==> src/rtl/bus_pkg.sv <==
// Shared bus definitions: controller state encoding, burst length width and a
// one-hot to index helper reusable by the arbiter.
package bus_pkg;

   typedef enum logic [1:0] {StIdle, StXfer, StDone} state_e;

   localparam int unsigned LEN_W = 4;

   // OR-reduction encoder; result is only meaningful for a one-hot input.
   function automatic int unsigned onehot_to_idx(input logic [31:0] oh);
      int unsigned idx;
      idx = 0;
      for (int unsigned i = 0; i < 32; i++) begin
         if (oh[i]) idx |= i;
      end
      return idx;
   endfunction

endpackage

==> src/rtl/bus_xfer_ctrl_if.sv <==
// Master-side request/response and slave-side bus signals of the transfer
// controller. The master modport is the controller's view.
interface bus_xfer_ctrl_if #(
   parameter int unsigned NUM_MASTERS = 4,
   parameter int unsigned AW          = 8,
   parameter int unsigned DW          = 8
);
   logic [NUM_MASTERS-1:0]    grant;
   logic [NUM_MASTERS*AW-1:0] m_addr;
   logic [NUM_MASTERS*DW-1:0] m_wdata;
   logic [NUM_MASTERS-1:0]    m_we;
   logic [NUM_MASTERS*4-1:0]  m_len;
   logic [NUM_MASTERS-1:0]    m_ack;
   logic [DW-1:0]             m_rdata;
   logic [NUM_MASTERS-1:0]    m_done;
   logic [NUM_MASTERS-1:0]    m_err;
   logic                      bus_busy;
   logic                      grant_err;
   logic                      s_valid;
   logic [AW-1:0]             s_addr;
   logic                      s_we;
   logic [DW-1:0]             s_wdata;
   logic                      s_ready;
   logic [DW-1:0]             s_rdata;

   modport master (
      input  grant, m_addr, m_wdata, m_we, m_len, s_ready, s_rdata,
      output m_ack, m_rdata, m_done, m_err, bus_busy, grant_err,
             s_valid, s_addr, s_we, s_wdata
   );

   modport slave (
      output grant, m_addr, m_wdata, m_we, m_len, s_ready, s_rdata,
      input  m_ack, m_rdata, m_done, m_err, bus_busy, grant_err,
             s_valid, s_addr, s_we, s_wdata
   );
endinterface

==> src/rtl/bus_onehot_enc.sv <==
// One-hot encoder: index of the set bit, any-bit-set flag, and an exactly-one
// check used to validate grants.
module bus_onehot_enc
   import bus_pkg::*;
#(
   parameter int unsigned N = 4,
   localparam int unsigned IW = (N > 1) ? $clog2(N) : 1
) (
   input  logic [N-1:0]  onehot_i,
   output logic [IW-1:0] idx_o,
   output logic          valid_o,
   output logic          onehot_ok_o
);
   logic [31:0] oh_ext;

   assign oh_ext      = 32'(onehot_i);
   assign idx_o       = IW'(onehot_to_idx(oh_ext));
   assign valid_o     = |onehot_i;
   assign onehot_ok_o = valid_o && ((onehot_i & (onehot_i - N'(1))) == '0);
endmodule

==> src/rtl/bus_xfer_ctrl.sv <==
// Executes the granted master's burst on the shared slave bus and reports
// per-beat ack, end-of-burst done and timeout error back to that master.
module bus_xfer_ctrl
   import bus_pkg::*;
#(
   parameter int unsigned NUM_MASTERS = 4,
   parameter int unsigned AW          = 8,
   parameter int unsigned DW          = 8,
   parameter int unsigned TIMEOUT     = 15
) (
   input  logic             clk,
   input  logic             reset,
   bus_xfer_ctrl_if.master  bus
);
   localparam int unsigned IW = (NUM_MASTERS > 1) ? $clog2(NUM_MASTERS) : 1;

   state_e                 state_q, state_d;
   logic [IW-1:0]          owner_q, owner_d;
   logic [AW-1:0]          addr_q, addr_d;
   logic [LEN_W-1:0]       len_q, len_d;
   logic                   we_q, we_d;
   logic [7:0]             wait_cnt_q, wait_cnt_d;
   logic                   err_q, err_d;
   logic [NUM_MASTERS-1:0] ack_q, ack_d;
   logic [DW-1:0]          rdata_q, rdata_d;
   logic                   gerr_q, gerr_d;

   logic [IW-1:0]          g_idx;
   logic                   g_valid;
   logic                   g_ok;
   logic [NUM_MASTERS-1:0] owner_oh;

   bus_onehot_enc #(
      .N (NUM_MASTERS)
   ) u_grant_enc (
      .onehot_i    (bus.grant),
      .idx_o       (g_idx),
      .valid_o     (g_valid),
      .onehot_ok_o (g_ok)
   );

   assign owner_oh = NUM_MASTERS'(1) << owner_q;

   always_ff @(posedge clk or negedge reset) begin
      if (!reset) begin
         state_q    <= StIdle;
         owner_q    <= '0;
         addr_q     <= '0;
         len_q      <= '0;
         we_q       <= 1'b0;
         wait_cnt_q <= '0;
         err_q      <= 1'b0;
         ack_q      <= '0;
         rdata_q    <= '0;
         gerr_q     <= 1'b0;
      end else begin
         state_q    <= state_d;
         owner_q    <= owner_d;
         addr_q     <= addr_d;
         len_q      <= len_d;
         we_q       <= we_d;
         wait_cnt_q <= wait_cnt_d;
         err_q      <= err_d;
         ack_q      <= ack_d;
         rdata_q    <= rdata_d;
         gerr_q     <= gerr_d;
      end
   end

   always_comb begin
      state_d    = state_q;
      owner_d    = owner_q;
      addr_d     = addr_q;
      len_d      = len_q;
      we_d       = we_q;
      wait_cnt_d = wait_cnt_q;
      err_d      = err_q;
      ack_d      = '0;
      rdata_d    = rdata_q;
      gerr_d     = gerr_q;

      unique case (state_q)
         StIdle: begin
            if (g_ok) begin
               owner_d    = g_idx;
               addr_d     = bus.m_addr[g_idx*AW +: AW];
               len_d      = bus.m_len[g_idx*LEN_W +: LEN_W];
               we_d       = bus.m_we[g_idx];
               wait_cnt_d = '0;
               err_d      = 1'b0;
               state_d    = StXfer;
            end else if (g_valid) begin
               gerr_d = 1'b1;
            end
         end
         StXfer: begin
            if (bus.s_ready) begin
               addr_d     = addr_q + AW'(1);
               wait_cnt_d = '0;
               ack_d      = owner_oh;
               if (!we_q) rdata_d = bus.s_rdata;
               if (len_q == '0) state_d = StDone;
               else             len_d   = len_q - LEN_W'(1);
            end else begin
               wait_cnt_d = wait_cnt_q + 8'd1;
               // Abort drops any remaining beats; DONE reports it via m_err.
               if (wait_cnt_d == 8'(TIMEOUT)) begin
                  state_d = StDone;
                  err_d   = 1'b1;
               end
            end
         end
         StDone:  state_d = StIdle;
         default: state_d = StIdle;
      endcase
   end

   always_comb begin
      bus.s_valid   = (state_q == StXfer);
      bus.s_addr    = addr_q;
      bus.s_we      = (state_q == StXfer) && we_q;
      bus.s_wdata   = (state_q == StXfer) ? bus.m_wdata[owner_q*DW +: DW] : '0;
      bus.bus_busy  = (state_q != StIdle);
      bus.m_ack     = ack_q;
      bus.m_rdata   = rdata_q;
      bus.m_done    = (state_q == StDone) ? owner_oh : '0;
      bus.m_err     = (state_q == StDone && err_q) ? owner_oh : '0;
      bus.grant_err = gerr_q;
   end
endmodule
==> src/flat_wrapper.sv <==
// flat-port wrapper written by rule: the top's interface ports become plain ports
module bus_xfer_ctrl_flat import bus_pkg::*;
#(
   parameter int unsigned NUM_MASTERS = 4,
   parameter int unsigned AW          = 8,
   parameter int unsigned DW          = 8,
   parameter int unsigned TIMEOUT     = 15
)
  (clk, reset, bus_grant, bus_m_addr, bus_m_wdata, bus_m_we, bus_m_len, bus_s_ready, bus_s_rdata, bus_m_ack, bus_m_rdata, bus_m_done, bus_m_err, bus_bus_busy, bus_grant_err, bus_s_valid, bus_s_addr, bus_s_we, bus_s_wdata);
  bus_xfer_ctrl_if #(.NUM_MASTERS(NUM_MASTERS), .AW(AW), .DW(DW)) bus_i ();
  input  logic clk;
  input  logic reset;
  input wire logic [$bits(bus_i.grant)-1:0] bus_grant;
  input wire logic [$bits(bus_i.m_addr)-1:0] bus_m_addr;
  input wire logic [$bits(bus_i.m_wdata)-1:0] bus_m_wdata;
  input wire logic [$bits(bus_i.m_we)-1:0] bus_m_we;
  input wire logic [$bits(bus_i.m_len)-1:0] bus_m_len;
  input wire logic [$bits(bus_i.s_ready)-1:0] bus_s_ready;
  input wire logic [$bits(bus_i.s_rdata)-1:0] bus_s_rdata;
  output wire logic [$bits(bus_i.m_ack)-1:0] bus_m_ack;
  output wire logic [$bits(bus_i.m_rdata)-1:0] bus_m_rdata;
  output wire logic [$bits(bus_i.m_done)-1:0] bus_m_done;
  output wire logic [$bits(bus_i.m_err)-1:0] bus_m_err;
  output wire logic [$bits(bus_i.bus_busy)-1:0] bus_bus_busy;
  output wire logic [$bits(bus_i.grant_err)-1:0] bus_grant_err;
  output wire logic [$bits(bus_i.s_valid)-1:0] bus_s_valid;
  output wire logic [$bits(bus_i.s_addr)-1:0] bus_s_addr;
  output wire logic [$bits(bus_i.s_we)-1:0] bus_s_we;
  output wire logic [$bits(bus_i.s_wdata)-1:0] bus_s_wdata;
  assign bus_i.grant = bus_grant;
  assign bus_i.m_addr = bus_m_addr;
  assign bus_i.m_wdata = bus_m_wdata;
  assign bus_i.m_we = bus_m_we;
  assign bus_i.m_len = bus_m_len;
  assign bus_i.s_ready = bus_s_ready;
  assign bus_i.s_rdata = bus_s_rdata;
  assign bus_m_ack = bus_i.m_ack;
  assign bus_m_rdata = bus_i.m_rdata;
  assign bus_m_done = bus_i.m_done;
  assign bus_m_err = bus_i.m_err;
  assign bus_bus_busy = bus_i.bus_busy;
  assign bus_grant_err = bus_i.grant_err;
  assign bus_s_valid = bus_i.s_valid;
  assign bus_s_addr = bus_i.s_addr;
  assign bus_s_we = bus_i.s_we;
  assign bus_s_wdata = bus_i.s_wdata;
  bus_xfer_ctrl #(.NUM_MASTERS(NUM_MASTERS), .AW(AW), .DW(DW), .TIMEOUT(TIMEOUT)) u_core (.clk(clk), .reset(reset), .bus(bus_i));
endmodule
==> config.mk <==
export PLATFORM = sky130hd
export DESIGN_NAME = bus_xfer_ctrl_flat
export DESIGN_NICKNAME = d
export VERILOG_FILES = /design/src/rtl/bus_pkg.sv /design/src/rtl/bus_xfer_ctrl_if.sv /design/src/rtl/bus_onehot_enc.sv /design/src/rtl/bus_xfer_ctrl.sv /design/src/flat_wrapper.sv
export SDC_FILE = /design/constraint.sdc
export NUM_CORES = 1
export LEC_CHECK = 0
export ABC_AREA = 1
export CAP_MARGIN = 0
export CORE_ASPECT_RATIO = 1.1
export CORE_MARGIN = 2
export CORE_UTILIZATION = 40
export DETAILED_ROUTE_END_ITERATION = 16
export PLACE_DENSITY = 0.78
export SLEW_MARGIN = 40
export SYNTH_ARGS = -nofsm -noshare
export SYNTH_HDL_FRONTEND = slang
export SYNTH_SLANG_ARGS = --single-unit
==> constraint.sdc <==
create_clock -name clk -period 1.5 [get_ports clk]
set_input_delay 0.15 -clock clk [delete_from_list [all_inputs] [get_ports clk]]
set_output_delay 0.15 -clock clk [all_outputs]
set_load 0.01 [all_outputs]
==> impl_results.md <==
* Synth Instances at between 300 and 400
* Critical path class: register to output pin
* DIE AREA at ~7400 sq um
* Starting Density at 0.4104
* Slew @ Worst Pin at slightly below 0.5 ns
* CTS Buf Count at 5
* GR Overflow Total at 0
* Final setup fails at 12
* Port Buf Inserts at approximately 140
* Layout cells sized above 1 at 0.2469
* Leakage power at roughly 2.2 nW
* Mean Syn Cell Area at between 6 and 7 sq um
* Tcrit/Tclk final at 1.088
* Crit start category: register
* Clock skew at about 0.0067 ns
* Finished Layout Cells at ~650
* Sum Neg Setup Slack at -1.056 ns
* Initial antenna violation count at 0
* CTS tree: built
* Status: finished with violations
* DR vias/cell at roughly 5.1
* DP HPWL at ~6.6 mm
* Core footprint at between 6000 and 7000 sq um
* Placed Area at between 4000 and 5000 sq um
* Reg-to-reg startpoint: u_core.wait_cnt_q[1]
* Vias in the first global route at just over 3k
* Routed vias at 3283
* RePlAce Congestion at just under 0.9
* Area Growth Syn to Fin at 77.35%
* Clk_lat worst skew at 0.29 ns
* Worst Path Required at roughly 1.4 ns
* Setup Slack @ Placement at -0.2572 ns
* Total Wirelength at approximately 9 mm
* Part of the Yosys area used for sequential elements at 0.3628
* Max Cap Viol at 0
* Routed Antenna Nets at 0
* H-tree depth at 2
* ANT cells at 0
* Drt drc at 0
* Final Hold Vio Count at 0
* Leading area contributor after synthesis: dfrtp_1
* Post-Syn Area at between 2000 and 3000 sq um
* VDD IR max at approximately 0.83 mV
* WP data arrival at roughly 1.5 ns
* Top cell type's share of synthesized area at 0.3628
* Sink Count at 39
* Worst setup margin at -0.1327 ns
* Rows at 31
* Final Core Density at 0.7278
* Number of synthesized register bits at 39
* Root Buffer: clkbuf_8
* Final net count at between 600 and 700
* CTS max path bufs at 2
* YS warnings at 0
* Critical Path Sink Type: output pin
* Pwr Density at roughly 1500 nW/um^2
* Initial DRC count at around 170
* Design Power at 7.361 mW
* GRT Overall Usage at 0.2274
* IO Count at 139
* Die Wd at a little over 80 um
* Relative slew slack at 0.6716
* Hold Crit Class: input port to asynchronous set/reset pin
* First drt pass iteration count at 4
* Failing checks: negative setup slack
* Largest net degree at the start of global routing at 23
* Final min period at ~1.6 ns
* RSZ-0062 raised after global routing: true
* Placed Cells at 625
* Design Area, Final at approximately 4800 sq um
* Netlist cell types at 31
* Count of final max-slew check failures at 0
* Chip Height at 90.01 um
* Largest cells by area after synthesis: dfrtp_1 (36%), nand2_1 (12%), nor2_1 (8.2%), nand3_1 (7.6%), o21ai_0 (6.1%)
* Crit path from: u_core.owner_q[1]
* Critical path peak fanout at 4
* WL per Instance at between 10 and 15 um
* Clock transition at the registers of the reported paths at roughly 0.07 ns
* First-pass GRT wire length at 13.32 mm
* Fmax achieved at ~610 MHz
* Worst hold slack at roughly 0.35 ns
* Mapped Nets at 492
-- logic make-up after synthesis --
kind of cell             count (synthesis)  synth area share
buffers and inverters                   54           0.08605
AO/OA/AOI/OAI                           74            0.1558
XOR/XNOR                                 5           0.01628
adder cells (fa/ha/maj)                  4           0.01861
multiplexers                             8           0.03349
flip-flops                              39            0.3628
AND/OR/NAND/NOR                        205            0.3270
-- layer usage --
layer  global-route usage  routed length (um)
met5                    0                   0
met4              0.06250                 146
met3              0.05522                 947
met2               0.4153                4472
met1               0.2532                3394
-- layout make-up --
cell class              instances  area [sq um]
flip-flops and latches         39         982.2
fillers                       506          1784
well taps                      82         102.6
clock buffers                   6         82.58
multi-input cells             297          1682
repair buffers                184          1732
clock inverters                 2         35.03
inverters                      39         155.1
-- synth_stat cells (all sizes together) --
library cell,count
dfrtp,39
clkbuf,2
a21boi,1
ha,4
nor3,1
a22oi,8
mux2,8
inv,38
nand4,4
a31oi,9
clkinv,1
xor2,4
nand3,41
xnor2,1
a21oi,7
buf,13
o22ai,7
nand2,94
o21ai,41
nor2,65
o211ai,1
-- flip-flops by register name (all words and copies together) (netlist names), 2 cells and up --
signal / cells
u_core.owner_q: 2
u_core.bus.s_addr: 8
u_core.len_q: 4
u_core.state_q: 2
u_core.wait_cnt_q: 8
u_core.bus.m_rdata: 8
u_core.bus.m_ack: 4
-- what timing repair did --
action | 4_1_cts | 5_1_grt
gates cloned | 0 | 1
hold buffers | 1 | 0
endpoints found under the setup margin | 29 | 50
hold endpoints to repair | 20 | 0
pin swaps | 7 | 15
buffers inserted | 8 | 6
resized for setup | 84 | 66
-- critical path: stages (launching register included) --
cell and delay [ns]:
dfrtp_1 0.41, buf_6 0.13, nor2_4 0.15, buf_6 0.13, a22oi_2 0.04, a31oi_1 0.16
buf_2 0.16
-- layout by cell type (no fill, tap or decap), drive strengths merged --
cell and n:
dlygate4sd3 1, dfrtp 39, xor2 4, nor2 65
nand3 41, clkdlybuf4s50 116, a21oi 7, a31oi 9
a21boi 1, bufinv 1, inv 38, nand2 95
o21ai 41, xnor2 1, ha 4, clkbuf 7
mux2 8, o211ai 1, buf 62, clkinv 2
a22oi 8, o22ai 7, clkdlybuf4s15 2, nand4 4
nor3 1, dlymetal6s2s 2
-- where the power goes --
part           internal (mW)  switching (mW)  total, mW  leakage [nW]
clock network          0.539           0.381      0.920        0.0612
registers               1.44           0.319       1.76         0.488
logic                   2.34            2.34       4.68          1.61
total                   4.32            3.04       7.36          2.16
-- path summary, 6_finish.rpt --
check / slack [ns] / endpoint / cells past startpoint
worst min-delay path: 0.35 / u_core.bus.grant_err / 2
worst max register to register: -0.01 / u_core.state_q[1] / 10
max in group asynchronous: 0.66 / u_core.state_q[0] / 3
worst max-delay path: -0.13 / bus_s_wdata[4] / 6
min in group clk: 0.47 / u_core.bus.m_rdata[5] / 2
worst min register to register: 0.48 / u_core.bus.grant_err / 2
Note: power is estimated with default switching activity, not from simulation.
